File: src/rtl/lcd_cmd_arbiter.sv
// lcd_cmd_arbiter: round-robin sharing of one HD44780 controller among several command sources,
// with a post-completion settle delay before the source is acknowledged.
module lcd_cmd_arbiter #(
    parameter int NUM_REQ    = 2,
    parameter int DLY_CYCLES = 262143,
    parameter int DLY_W      = 18
) (
    input  logic                   clk,
    input  logic                   rst,
    input  logic [NUM_REQ-1:0]     req,
    input  logic [9*NUM_REQ-1:0]   cmd,
    output logic [NUM_REQ-1:0]     grant,
    output logic [NUM_REQ-1:0]     ack,
    output logic                   busy,
    output logic                   c_start,
    output logic [7:0]             c_data,
    output logic                   c_rs,
    input  logic                   c_done
);
    localparam int IW = $clog2(NUM_REQ);
    localparam logic [2:0] IDLE  = 3'd0;
    localparam logic [2:0] START = 3'd1;
    localparam logic [2:0] WAIT  = 3'd2;
    localparam logic [2:0] DLY   = 3'd3;
    localparam logic [2:0] ACK   = 3'd4;
    logic [2:0]       state;
    logic [8:0]       cmd_q;
    logic [DLY_W-1:0] cnt;
    logic [IW-1:0]    last, gidx, win;
    // Descending scan so the nearest requester after last overwrites farther ones.
    always_comb begin
        win = last;
        for (int k = NUM_REQ; k >= 1; k--)
            if (req[(int'(last) + k) % NUM_REQ]) win = IW'((int'(last) + k) % NUM_REQ);
    end
    assign c_start = state == START;
    assign busy    = state != IDLE;
    assign ack     = (state == ACK) ? grant : '0;
    assign c_data  = cmd_q[7:0];
    assign c_rs    = cmd_q[8];
    always_ff @(posedge clk) begin
        if (!rst) begin
            state <= IDLE;
            grant <= '0;
            cmd_q <= '0;
            cnt   <= '0;
            last  <= IW'(NUM_REQ - 1);
            gidx  <= '0;
        end else begin
            case (state)
                IDLE: if (|req) begin
                    cmd_q <= cmd[9*win +: 9];
                    grant <= NUM_REQ'(1) << win;
                    gidx  <= win;
                    state <= START;
                end
                START: state <= WAIT;
                WAIT: if (c_done) begin
                    cnt   <= '0;
                    state <= DLY;
                end
                DLY: begin
                    cnt <= cnt + DLY_W'(1);
                    if (cnt == DLY_W'(DLY_CYCLES - 1)) state <= ACK;
                end
                ACK: begin
                    last  <= gidx;
                    grant <= '0;
                    state <= IDLE;
                end
                default: state <= IDLE;
            endcase
        end
    end
endmodule

File: config.mk
export PLATFORM = sky130hd
export DESIGN_NAME = lcd_cmd_arbiter
export DESIGN_NICKNAME = d
export VERILOG_FILES = /design/src/rtl/lcd_cmd_arbiter.sv
export SDC_FILE = /design/constraint.sdc
export NUM_CORES = 1
export LEC_CHECK = 0
export CAP_MARGIN = 25
export CORE_MARGIN = 5
export CORE_UTILIZATION = 45
export CTS_BUF_LIST = sky130_fd_sc_hd__clkbuf_16
export CTS_CLUSTER_SIZE = 20
export DETAILED_ROUTE_END_ITERATION = 12
export GPL_TIMING_DRIVEN = 1
export PLACE_DENSITY = 0.84
export SYNTH_ARGS = -nofsm -noshare
export SYNTH_HDL_FRONTEND = slang
export SYNTH_SLANG_ARGS = --single-unit
File: constraint.sdc
create_clock -name clk -period 2.6 [get_ports clk]
set_clock_uncertainty 0.2 [all_clocks]
set_input_delay 0.26 -clock clk [delete_from_list [all_inputs] [get_ports clk]]
set_output_delay 0.26 -clock clk [all_outputs]
set_load 0.02 [all_outputs]
==> results of run 1 <==
==> flip-flops by register name (all words and copies together), names as in the netlist <==
signal / cells
cmd_q: 9
cnt: 18
gidx: 1
grant: 2
last: 1
state: 3
==> cells by family (layout without fill, tap and decap cells) <==
family	Yosys count	count (layout)
flip-flops	34	34
buffers and inverters	17	55
AND/OR/NAND/NOR	86	86
multiplexers	15	15
adder cells (fa/ha/maj)	2	2
XOR/XNOR	1	1
AO/OA/AOI/OAI	40	40
==> Yosys cell counts, drive strengths merged, types with 5 or more instances <==
master	number
a211oi	11
mux2i	14
dfxtp	34
o21ai	6
nor2	22
nand2b	5
nand2	15
clkbuf	5
inv	5
buf	7
a21oi	10
nand4	5
nand3	14
and3	6
==> final cells by class <==
| cell class | count | area [um^2] |
|---|---|---|
| clock buffers | 5 | 125 |
| clock inverters | 3 | 16.3 |
| fillers | 314 | 1410 |
| inverters | 5 | 18.8 |
| multi-input cells | 144 | 915 |
| flip-flops and latches | 34 | 681 |
| well taps | 48 | 60.1 |
| repair buffers | 42 | 408 |
==> worst max-delay path, stage by stage, from the launching register on <==
cell and delay, ns:
dfxtp_1 0.37, nor2_1 0.24, and3_1 0.20, clkdlybuf4s50_1 0.61
==> power by group through the flow <==
stage / Sequential [mW] / Combinational, mW / Clock [mW]
final: 0.578 / 0.267 / 0.565
after global routing: 0.583 / 0.290 / 0.601
after CTS: 0.578 / 0.270 / 0.577
after detailed placement: 0.589 / 0.268 / 0
after global placement: 0.587 / 0.264 / 0
after floorplan: 0.615 / 0.123 / 0
==> metal layers <==
metal / track usage / vias to the layer above / part of all wire / wire, um
met3: 0.0455 / 8 / 0.057 / 224
li1: - / 797 / - / -
met5: 0 / - / 0 / 0
met4: 0.0752 / 0 / 0.017 / 68
met1: 0.201 / 749 / 0.43 / 1710
met2: 0.267 / 45 / 0.49 / 1940
==> through the flow <==
stage / std cells / area (um^2) / total power [mW] / utilization
6_report: 281 / 2220 / 1.41 / 0.612
5_1_grt: 281 / 2220 / 1.47 / 0.612
4_1_cts: 281 / 2220 / 1.43 / 0.612
3_5_place_dp: 273 / 2080 / 0.857 / 0.573
3_3_place_gp: 273 / 2080 / 0.851 / 0.573
2_1_floorplan: 195 / 1670 / 0.738 / -
==> worst max-delay path by stage <==
stage | startpoint | to | slack (ns) | cells past startpoint
after floorplan | state[1] | grant[1] | 0.80 | 6
after global placement | state[2] | cnt[12] | 0.60 | 4
after detailed placement | state[1] | cnt[12] | 0.51 | 4
after CTS | state[1] | ack[1] | 0.44 | 3
after global routing | state[1] | cnt[12] | 0.34 | 4
final | state[1] | ack[0] | 0.43 | 3
==> cell usage in the layout (no fill, tap or decap), types with 2 or more instances in the layout <==
cell,n
a211oi_1,11
a21oi_1,10
a311oi_1,2
a31oi_1,2
and2_1,2
and3_1,6
buf_4,5
clkbuf_16,5
clkdlybuf4s50_1,37
dfxtp_1,34
ha_1,2
inv_1,5
mux2i_1,14
nand2_1,15
nand2b_1,4
nand3_1,14
nand4_1,5
nor2_1,21
nor4_1,3
o21ai_0,6
o311ai_0,3
or3_1,3
or4_1,4
==> out/qor.txt, run 1 <==
outcome = completed
Internal = 1.03 mW
CTS root buffer = clkbuf_16
Critical Path AT = 1.71 ns
CTS HTree Levels = 2
Num CTS Buffers = 5
count of state elements after synthesis = 34
die width = 71.0 um
Area contributors post-synth = dfxtp_1 (41%), mux2i_1 (8.4%), a211oi_1 (4.9%)
top-area cell type share of the netlist area = 0.407
post-synthesis mux area share = 0.0905
fin worst setup slack = 0.433 ns
largest net degree at the start of global routing = 24
Area Growth Syn to Fin = 32.9%
Synth Flop Type = dfxtp_1
Cells after Synth = 195
Final Hold Violating Endpoints = 0
clock-pin slew on the worst setup and hold paths = 0.05 ns
total negative slack = 0 ns
DR DRC count = 0
power density cells = 634 mW/mm^2
Comb power frac = 0.189
vias post-DR = 1599
post-DP HPWL = 2.82 mm
Clock Tree Buf Depth = 2
number of distinct library cells after synthesis = 40
Net Sw Frac = 0.267
Placer Congestion = 0.834
fin crit period = 2.17 ns
min-delay worst type = reg -> reg
antenna-violating nets left = 0
syn nets = 220
Sw Pwr = 0.377 mW
drt pass-1 iters = 5
R2R depth = 4
hold path depth = 2
reg2reg start = state[1]
xor and xnor area share after synthesis = 0.00524
hold endpoint = last
share of layout cells above drive strength 1 = 0.0687
# setup viols final = 0
peak supply drop = 359 uV
Cell Area, Synth = 0.00167 mm^2
ys async rst share = 0
Clk Latency, worst-skew pair = 0.28 ns
Max Freq = 0.462 GHz
Routed Wire Length = 3.95 mm
startpoint types = flop
Final #Nets = 257
EDFF count, synth = 0
final period utilization = 0.833
io pins = 38
die area = 0.00504 mm^2
DIE HEIGHT = 71.0 um
gr usage total = 0.164
Placeable Area = 0.00363 mm^2
unrepaired setup endpoints after global routing = false
Post-Synth Simple-Gate Area = 0.275
main combinational cell family by area after synthesis = simple AND/OR/NAND/NOR gates
initial antenna violation count = 0
port bufs = 37
CP required = 2.14 ns
Slew headroom = 0.647
worst-path maximum fanout = 9
Post-CTS Resized = 0
register area share after synthesis = 0.407
vias per inst = 5.69
Post-CTS Setup Inserts = 0
Hold Slack = 0.281 ns
Synth area leader = dfxtp_1
complex-gate fraction of the synthesized area = 0.161
GRT overflow = 0
Worst-Margin Slew = 0.526 ns
initial drt markers = 133
routed len/inst = 14.0 um
hold buffers post-CTS = 0
vias in the first global route = 1463
Place WS = 0.514 ns
CTS tree = yes
Diodes inserted = 0
Final Slew Violations = 0
yosys warns = 0
Crit. End Element = output port
Initial Utilization = 0.460
Setup CP Type = reg -> out
r2r endpoint = cnt[12]
worst hold start = gidx
sequential power share = 0.410
Post-Synth Adder-Cell Area = 0.0150
global-route wire length before repair = 6.63 mm
clk sink count = 34
Clock power frac = 0.401
leakage power = 0.843 nW
Post-Syn Area per Cell = 8.58 um^2
FP Rows = 22
max-cap violations = 0
FF-to-FF setup slack = 0.44 ns
(Power assumes the default switching activity.)
==> inputs of run 2 (changes only) <==
==> constraint.sdc (replaced) <==
create_clock -name clk -period 2 [get_ports clk]
set_clock_uncertainty 0.2 [all_clocks]
set_input_delay 0.2 -clock clk [delete_from_list [all_inputs] [get_ports clk]]
set_output_delay 0.2 -clock clk [all_outputs]
set_load 0.02 [all_outputs]
==> out/qor.txt, run 2 (same netlist as run 1, synthesis figures left out) <==
outcome = completed
worst hold start = gidx
antenna-violating nets left = 0
R2R depth = 6
# setup viols final = 0
leakage power = 0.938 nW
Diodes inserted = 0
commonest non-fill, non-tap cell in the layout = clkdlybuf4s50_1
number of flip-flops in the largest register = 18
power density cells = 838 mW/mm^2
vias in the first global route = 1481
Final Hold Violating Endpoints = 0
biggest cell delay along the critical path = 0.39 ns
crit-path cells = ha_1, nand4_1, buf_4, nor4_4, a211oi_1, a41o_1
clk sink count = 34
post-DP HPWL = 2.98 mm
clock-pin slew on the worst setup and hold paths = 0.05 ns
Core Util, Final = 0.640
CP delay by family, top = simple AND/OR/NAND/NOR gates
Critical Path AT = 1.84 ns
initial drt markers = 98
Clk Latency, worst-skew pair = 0.27 ns
Setup CP Type = reg -> reg
r2r endpoint = cnt[12]
Num CTS Buffers = 5
Fillers = 317
DIE HEIGHT = 71.0 um
biggest regs = cnt (18), cmd_q (9), state (3)
GRT overflow = 0
FF-to-FF setup slack = 0.13 ns
hold path depth = 2
CTS HTree Levels = 2
total negative slack = 0 ns
Sequential Area = 683 um^2
Bufs and invs on worst path = 1
peak supply drop = 470 uV
CTS tree = yes
commonest cells after routing, fill and taps aside = clkdlybuf4s50_1 (33), dfxtp_1 (32), nor2_1 (20)
initial antenna violation count = 0
die area = 0.00504 mm^2
vias per inst = 5.51
final period utilization = 0.937
drt pass-1 iters = 4
Top reg by flops = cnt
port bufs = 37
routed len/inst = 13.9 um
vias post-DR = 1576
reg2reg start = cnt[0]
Crit. End Element = flop
DR DRC count = 0
Area Growth Syn to Fin = 39.0%
largest net degree at the start of global routing = 24
startpoint types = flop
global-route wire length before repair = 6.66 mm
Placeable Area = 0.00363 mm^2
Max Freq = 0.534 GHz
Final #Nets = 262
io pins = 38
min-delay worst type = reg -> reg
max-cap violations = 0
worst-path maximum fanout = 6
FP Rows = 22
Placer Congestion = 0.826
area of the multi-input gates = 931 um^2
Worst-Margin Slew = 0.491 ns
hold endpoint = last
CP startpoint = cnt[0]
unrepaired setup endpoints after global routing = false
Clock Tree Buf Depth = 2
Crit-path slowest cell = dfxtp_1
fin crit period = 1.87 ns
Slew headroom = 0.670
CTS root buffer = clkbuf_16
Initial Utilization = 0.460
Routed Wire Length = 3.98 mm
gr usage total = 0.164
CP required = 1.97 ns
share of layout cells above drive strength 1 = 0.101
Final Slew Violations = 0
die width = 71.0 um
-- run 2: timing repair --
item,in CTS,in global routing
hold buffers,0,0
setup buffers,0,2
resized for setup,4,5
setup endpoints to repair,3,4
gates cloned,0,0
pin swaps,0,1
-- run 2: worst max-delay path by stage --
stage / endpoint / slack, ns / cells past startpoint
2_1_floorplan: grant[1] / 0.20 / 6
3_3_place_gp: cnt[12] / 0.13 / 5
3_5_place_dp: cnt[16] / 0.02 / 5
4_1_cts: cnt[16] / 0.02 / 5
5_1_grt: state[1] / 0.02 / 4
6_report: cnt[12] / 0.13 / 6
-- run 2: per-layer routing --
metal  global-route usage  part of all wire
met4               0.0626             0.013
met5                    0                 0
met1                0.185              0.43
met3               0.0384             0.028
met2                0.296              0.52
-- run 2: report_power, final --
part / leakage [nW] / internal [mW] / switching, mW
Combinational: 0.573 / 0.183 / 0.180
Clock: 0.0864 / 0.577 / 0.252
Sequential: 0.278 / 0.724 / 0.0321
Total: 0.938 / 1.48 / 0.464
-- run 2: area by class of cell --
| type | count | share of cell area |
|---|---|---|
| Clock inverter | 3 | 0.0161 |
| Clock buffer | 5 | 0.0538 |
| Timing Repair Buffer | 47 | 0.202 |
| Multi-Input combinational cell | 144 | 0.400 |
| Inverter | 5 | 0.00807 |
| Sequential cell | 34 | 0.294 |
| Tap cell | 48 | 0.0258 |
-- run 2: per-stage QoR --
step	setup slack (ns)	hold WS, ns	total power, mW	instance area [um^2]	std cells
after floorplan	0.203	0.234	0.959	1670	195
after global placement	0.131	0.267	1.13	2130	276
after detailed placement	0.0231	0.274	1.13	2130	276
after CTS	0.0238	0.281	1.97	2290	284
after global routing	0.0223	0.302	2.02	2320	286
final	0.126	0.278	1.95	2320	286
-- run 2: worst min-delay path, stage by stage (launching register included) --
cell and delay [ns]:
dfxtp_1 0.30, nand3_1 0.06, nand3_1 0.06
